**src/rtl/muldiv_pkg.sv**
```systemverilog
// Shared encodings and sizes for the iterative multiply/divide unit.
// Divide support is selected by the MULDIV_DIV_EN macro in the unit itself.
package muldiv_pkg;

  localparam int unsigned MD_WIDTH = 32;
  localparam int unsigned MD_CNT_W = $clog2(MD_WIDTH);

  typedef enum logic [1:0] {
    OP_MULT  = 2'b00,
    OP_MULTU = 2'b01,
    OP_DIV   = 2'b10,
    OP_DIVU  = 2'b11
  } op_e;

  typedef enum logic [1:0] {
    S_IDLE = 2'b00,
    S_CALC = 2'b01,
    S_FIX  = 2'b10
  } state_e;

  function automatic logic op_is_div(input op_e op);
    return (op == OP_DIV) || (op == OP_DIVU);
  endfunction

  function automatic logic op_is_signed(input op_e op);
    return (op == OP_MULT) || (op == OP_DIV);
  endfunction

endpackage

```
**src/rtl/muldiv_step.sv**
```systemverilog
// One radix-2 iteration: shift-add multiply or restoring-divide step on a 2*WIDTH accumulator.
// Optional macro MULDIV_DIV_EN: when undefined the divide step is removed.
module muldiv_step
  import muldiv_pkg::*;
#(
  parameter int unsigned WIDTH = MD_WIDTH
) (
  input  logic [2*WIDTH-1:0] i_acc,
  input  logic [WIDTH-1:0]   i_opnd,
  input  op_e                i_op,
  output logic [2*WIDTH-1:0] o_acc_next_c
);

  // Multiply: {partial product, remaining multiplier bits}, LSB first.
  logic [WIDTH:0]     w_sum;
  logic [2*WIDTH-1:0] w_mul_next;

  assign w_sum      = {1'b0, i_acc[2*WIDTH-1:WIDTH]} + (i_acc[0] ? {1'b0, i_opnd} : {(WIDTH+1){1'b0}});
  assign w_mul_next = {w_sum, i_acc[WIDTH-1:1]};

`ifdef MULDIV_DIV_EN
  // Divide: {partial remainder, dividend bits shifting into quotient bits}.
  logic [WIDTH:0]     w_trial;
  logic [WIDTH:0]     w_diff;
  logic               w_fits;
  logic [2*WIDTH-1:0] w_div_next;

  assign w_trial    = i_acc[2*WIDTH-1:WIDTH-1];
  assign w_diff     = w_trial - {1'b0, i_opnd};
  assign w_fits     = ~w_diff[WIDTH];
  assign w_div_next = {(w_fits ? w_diff[WIDTH-1:0] : w_trial[WIDTH-1:0]), i_acc[WIDTH-2:0], w_fits};

  assign o_acc_next_c = op_is_div(i_op) ? w_div_next : w_mul_next;
`else
  assign o_acc_next_c = op_is_div(i_op) ? i_acc : w_mul_next;
`endif

endmodule

```
**src/rtl/muldiv_unit.sv**
```systemverilog
// Iterative MULT/MULTU/DIV/DIVU unit owning HI/LO; fixed WIDTH+2 edge latency.
// Optional macro MULDIV_DIV_EN: enables the divide datapath (otherwise DIV/DIVU complete without writing HI/LO).
module muldiv_unit
  import muldiv_pkg::*;
#(
  parameter int unsigned WIDTH = MD_WIDTH
) (
  input  logic             clk,
  input  logic             rst,
  input  logic             start,
  input  logic [1:0]       op,
  input  logic [WIDTH-1:0] a,
  input  logic [WIDTH-1:0] b,
  input  logic             cancel,
  input  logic             hi_we,
  input  logic             lo_we,
  input  logic [WIDTH-1:0] wdata,
  output logic             busy,
  output logic             done,
  output logic [WIDTH-1:0] hi,
  output logic [WIDTH-1:0] lo
);

  localparam int unsigned CNT_W = $clog2(WIDTH);

  state_e             r_state;
  state_e             w_state_nxt;
  logic [CNT_W-1:0]   r_cnt;
  logic [2*WIDTH-1:0] r_acc;
  logic [2*WIDTH-1:0] w_acc_step;
  logic [WIDTH-1:0]   r_opnd;
  op_e                r_op;
  logic               r_neg;
  logic               r_busy;
  logic               r_done;
  logic [WIDTH-1:0]   r_hi;
  logic [WIDTH-1:0]   r_lo;
`ifdef MULDIV_DIV_EN
  logic               r_neg_rem;
  logic               r_b_zero;
  logic [WIDTH-1:0]   r_a_orig;
`endif

  op_e                w_op_in;
  logic               w_a_neg;
  logic               w_b_neg;
  logic [WIDTH-1:0]   w_a_abs;
  logic [WIDTH-1:0]   w_b_abs;
  logic               w_skip_calc;
  logic               w_load;
  logic               w_fix_we;
  logic [WIDTH-1:0]   w_fix_hi;
  logic [WIDTH-1:0]   w_fix_lo;
  logic [2*WIDTH-1:0] w_mul_res;

  assign w_op_in = op_e'(op);
  assign w_a_neg = op_is_signed(w_op_in) & a[WIDTH-1];
  assign w_b_neg = op_is_signed(w_op_in) & b[WIDTH-1];
  assign w_a_abs = w_a_neg ? -a : a;
  assign w_b_abs = w_b_neg ? -b : b;

`ifdef MULDIV_DIV_EN
  assign w_skip_calc = 1'b0;
`else
  assign w_skip_calc = op_is_div(w_op_in);
`endif

  muldiv_step #(.WIDTH(WIDTH)) u_step (
    .i_acc        (r_acc),
    .i_opnd       (r_opnd),
    .i_op         (r_op),
    .o_acc_next_c (w_acc_step)
  );

  always_ff @(posedge clk) begin
    if (rst) r_state <= S_IDLE;
    else     r_state <= w_state_nxt;
  end

  // Cancel overrides every transition, including a same-cycle start.
  always_comb begin
    w_state_nxt = r_state;
    if (cancel) begin
      w_state_nxt = S_IDLE;
    end else begin
      unique case (r_state)
        S_IDLE:  if (start) w_state_nxt = w_skip_calc ? S_FIX : S_CALC;
        S_CALC:  if (r_cnt == CNT_W'(WIDTH - 1)) w_state_nxt = S_FIX;
        S_FIX:   w_state_nxt = S_IDLE;
        default: w_state_nxt = S_IDLE;
      endcase
    end
  end

  // Sign fix-up and result selection for the HI/LO write in FIX.
  always_comb begin
    w_load    = (r_state == S_IDLE) && start && !cancel;
    w_fix_we  = 1'b0;
    w_fix_hi  = r_hi;
    w_fix_lo  = r_lo;
    w_mul_res = r_neg ? -r_acc : r_acc;
    if (r_state == S_FIX && !cancel) begin
      if (!op_is_div(r_op)) begin
        w_fix_we = 1'b1;
        w_fix_hi = w_mul_res[2*WIDTH-1:WIDTH];
        w_fix_lo = w_mul_res[WIDTH-1:0];
      end
`ifdef MULDIV_DIV_EN
      else if (r_b_zero) begin
        w_fix_we = 1'b1;
        w_fix_hi = r_a_orig;
        w_fix_lo = {WIDTH{1'b1}};
      end else begin
        w_fix_we = 1'b1;
        w_fix_hi = r_neg_rem ? -r_acc[2*WIDTH-1:WIDTH] : r_acc[2*WIDTH-1:WIDTH];
        w_fix_lo = r_neg ? -r_acc[WIDTH-1:0] : r_acc[WIDTH-1:0];
      end
`endif
    end
  end

  always_ff @(posedge clk) begin
    if (rst) begin
      r_cnt     <= '0;
      r_acc     <= '0;
      r_opnd    <= '0;
      r_op      <= OP_MULT;
      r_neg     <= 1'b0;
      r_busy    <= 1'b0;
      r_done    <= 1'b0;
      r_hi      <= '0;
      r_lo      <= '0;
`ifdef MULDIV_DIV_EN
      r_neg_rem <= 1'b0;
      r_b_zero  <= 1'b0;
      r_a_orig  <= '0;
`endif
    end else begin
      r_busy <= (w_state_nxt != S_IDLE);
      r_done <= w_fix_we || ((r_state == S_FIX) && !cancel);
      if (w_load) begin
        r_op  <= w_op_in;
        r_cnt <= '0;
        r_neg <= w_a_neg ^ w_b_neg;
        if (op_is_div(w_op_in)) begin
          r_acc  <= {{WIDTH{1'b0}}, w_a_abs};
          r_opnd <= w_b_abs;
        end else begin
          r_acc  <= {{WIDTH{1'b0}}, w_b_abs};
          r_opnd <= w_a_abs;
        end
`ifdef MULDIV_DIV_EN
        r_neg_rem <= w_a_neg;
        r_b_zero  <= (b == '0);
        r_a_orig  <= a;
`endif
      end else if (r_state == S_CALC && !cancel) begin
        r_acc <= w_acc_step;
        r_cnt <= r_cnt + 1'b1;
      end
      // The FIX result takes precedence over a same-cycle MTHI/MTLO.
      if (w_fix_we) begin
        r_hi <= w_fix_hi;
        r_lo <= w_fix_lo;
      end else begin
        if (hi_we) r_hi <= wdata;
        if (lo_we) r_lo <= wdata;
      end
    end
  end

  assign busy = r_busy;
  assign done = r_done;
  assign hi   = r_hi;
  assign lo   = r_lo;

endmodule

```
**config.mk**
```make
export PLATFORM = sky130hd
export DESIGN_NAME = muldiv_unit
export DESIGN_NICKNAME = d
export VERILOG_FILES = /design/src/rtl/muldiv_pkg.sv /design/src/rtl/muldiv_step.sv /design/src/rtl/muldiv_unit.sv
export SDC_FILE = /design/constraint.sdc
export NUM_CORES = 1
export LEC_CHECK = 0
export CAP_MARGIN = 25
export CORE_MARGIN = 4
export CORE_UTILIZATION = 44
export DETAILED_ROUTE_END_ITERATION = 7
export GPL_ROUTABILITY_DRIVEN = 0
export PLACE_DENSITY = 0.67
export SETUP_SLACK_MARGIN = 0.4
export SLEW_MARGIN = 15
export SYNTH_ARGS = -nofsm -noshare
export SYNTH_HDL_FRONTEND = slang
export SYNTH_SLANG_ARGS = --single-unit
export TNS_END_PERCENT = 50
```
**constraint.sdc**
```tcl
create_clock -name clk -period 4.4 [get_ports clk]
set_input_delay 0.66 -clock clk [delete_from_list [all_inputs] [get_ports clk]]
set_output_delay 0.66 -clock clk [all_outputs]
set_load 0.03 [all_outputs]
```
==> impl_metrics.tcl <==
set metrics [dict create \
    status "completed" \
    synth.most_common_cell "nand2_1" \
    synth_commonest_cells "nand2_1 (179), dfxtp_1 (171), nor2_1 (137), a21oi_1 (88), clkbuf_1 (85)" \
    drtAntennaViolNets 0 \
    finClkSkew_ns 0.0138 \
    start_util_pct 44.8 \
    core_um2 26100 \
    synth_edf_count 0 \
    placed_area_um2 13600 \
    drv_slew 0 \
    cp_max_fo 9 \
    ctsHoldBuffers 0 \
    fp.dieArea_um2 29200 \
    crit_path_end_kind "flop" \
    ys_warn_count 0 \
    dr.pass1.iters 5 \
    postCtsSetupBuffers 0 \
    arrival_ns 3.77 \
    crit_buf_inv 1 \
    synth_area_leaders "dfxtp_1 (29%), mux2i_1 (6.9%), xor2_1 (6.2%)" \
    grt_overflow 0 \
    io_buffers 169 \
    cts_root_buffer "clkbuf_16" \
    cp_data_required_time_ns 4.71 \
    crit_family "simple AND/OR/NAND/NOR gates" \
    wirelength_mm 37.7 \
    clockBufferDepth 2 \
    worstHoldPathType "flop to flop" \
    slowest_stage "or4b_1" \
    die_h_um 171 \
    hold_viol 0 \
    fin_util_pct 54.7 \
    grtUsageTotal_pct 24.8 \
    cts_sinks 171 \
    synth_seq_area_share_pct 29.3 \
    p_per_area_nw_per_um2 289 \
    critical_path_class "flop to flop" \
    ioPinCount 170 \
    peakVddDrop_v 0.000211 \
    p_leak_nw 5.48 \
    netlist_area_um2 11700 \
    worst_slew_pin_slew_ns 1.02 \
    async_flop_share_pct 0 \
    post-route-cell-area_um2 14300 \
    finalSetupViolations 0 \
    htreeDepth 4 \
    grt_start_max_net_pins 72 \
    setup.worst_path.start_class "flop" \
    n_antenna_cell 0 \
    drt_iter0_drc 1032 \
    post_cts_resize_count 0 \
    rsz0062_at_grt "no" \
    grt_pass1_wl_mm 58.5 \
    numCtsBuffers 17 \
    nets 1753 \
    clock.fmax_mhz 289 \
    syn2layout_area_growth_pct 22.1 \
    fin_setup_tns_ns 0 \
    synth_flop_cell "dfxtp_1" \
    synth_top_area_share_pct 29.3 \
    fin_crit_ns 3.46 \
    cts_tree "yes" \
    via_per_inst 5.95 \
    drc 0 \
    vias 11700 \
    avgSynthCellArea_um2 7.83 \
    drt-wirelength-per-cell_um 19.2 \
    dp_hpwl_mm 28.9 \
    syn_nets 1633 \
    slew-limit-headroom_pct 31.7 \
    fillers 2472 \
    ys_types 60 \
    fp.dieW_um 171 \
    synth_top_area_cell "dfxtp_1" \
    insertion_delay_ns 0.44 \
    netlist_instances 1491 \
    crit_path_max_incr_delay_ns 0.73 \
    grt_pass1_vias 10700 \
    antenna_found_initial 0 \
    period_share_pct 78.7 \
    maxCapViolCount 0 \
    rows 59 \
    ys_seq_elements 171 \
    drive_above_1_share_pct 4.93 \
    crit_chain "inv_1 -> ha_1 -> or3b_2 -> or3_1 -> or4b_1 -> nand2b_1 -> o21ai_0 -> xor2_1 -> o22ai_1" \
    clk_pin_slew_worst_paths_ns 0.07 \
]
## flip-flops by register name, indices dropped and copies added, names as in the netlist
name     flops
hi          32
r_opnd      32
busy         1
r_op         1
r_cnt        5
r_acc       64
r_state      2
lo          32
done         1
r_neg        1
## placed cells by master, fill, tap and decap left out, types with 10 or more instances in the layout
cell	Yosys	final
clkdlybuf4s50_1	0	166
a211oi_1	49	49
o31ai_1	35	35
nand2_1	179	179
ha_1	37	37
xor2_1	82	82
or3_1	26	26
a21o_1	11	11
buf_4	0	25
o21ai_0	76	76
mux2i_1	80	80
nor2b_1	17	17
and2_1	33	33
xnor2_1	62	62
clkbuf_16	0	17
o41ai_1	15	15
dfxtp_1	171	170
o211ai_1	15	15
a22oi_1	17	17
nor4_1	12	12
and3_1	11	11
or4_1	14	14
o221ai_1	12	12
a31oi_1	18	18
o22ai_1	35	35
nor3_1	29	29
a21oi_1	88	88
inv_1	22	22
a221o_1	10	10
nand4_1	11	11
nand3_1	16	16
nor2_1	137	136
## worst min-delay path, delay by kind of cell (launching register included)
family	cells	cell delay, ns
compound gates	1	0.05
flops	1	0.31
simple gates	1	0.05
## layout make-up
cell class | instances | area, um2 | share of cell area, %
multi-input cells | 1202 | 7820 | 54.9
clock inverters | 14 | 159 | 1.12
repair buffers | 196 | 1900 | 13.4
inverters | 23 | 86.3 | 0.606
well taps | 335 | 419 | 2.94
clock buffers | 18 | 439 | 3.08
flip-flops and latches | 171 | 3420 | 24.0
## layer usage
layer / vias up / routed length (um) / part of all wire, % / GRT usage, %
li1: 5685 / - / - / -
met1: 5407 / 17800 / 47 / 37.0
met2: 530 / 16100 / 43 / 37.9
met3: 36 / 3370 / 8.9 / 3.95
met4: 0 / 441 / 1.2 / 5.06
met5: - / 0 / 0 / 0
## cells by family after synthesis
group / count (synthesis) / share of synthesized area, %
AND/OR/NAND/NOR: 514 / 20.8
AO/OA/AOI/OAI: 426 / 24.2
flip-flops: 171 / 29.3
XOR/XNOR: 144 / 10.8
buffers and inverters: 118 / 3.83
multiplexers: 80 / 6.86
adder cells (fa/ha/maj): 38 / 4.14
## power by group
part	total [mW]	switching, mW	internal (mW)
logic	0.853	0.490	0.363
registers	1.71	0.0779	1.63
clock network	1.55	0.687	0.867
total	4.11	1.25	2.86
## worst paths after layout
| check | startpoint | endpoint | slack (ns) | depth (start not counted) |
|---|---|---|---|---|
| min reg2reg | r_opnd[1] | r_opnd[1] | 0.45 | 2 |
| max | r_acc[0] | hi[8] | 0.94 | 9 |
| min | r_opnd[1] | r_opnd[1] | 0.45 | 2 |
| max reg2reg | r_acc[0] | hi[8] | 0.94 | 9 |
## per-stage QoR
stage	cells	setup slack (ns)	power, mW	hold slack (ns)
after floorplan	1491	1.00	2.22	0.424
after global placement	1926	0.905	2.57	0.436
after detailed placement	1926	0.819	2.58	0.441
after CTS	1958	0.942	4.12	0.449
after global routing	1959	0.786	4.27	0.461
final	1959	0.937	4.11	0.449
Note: power is estimated with default switching activity, not from simulation.
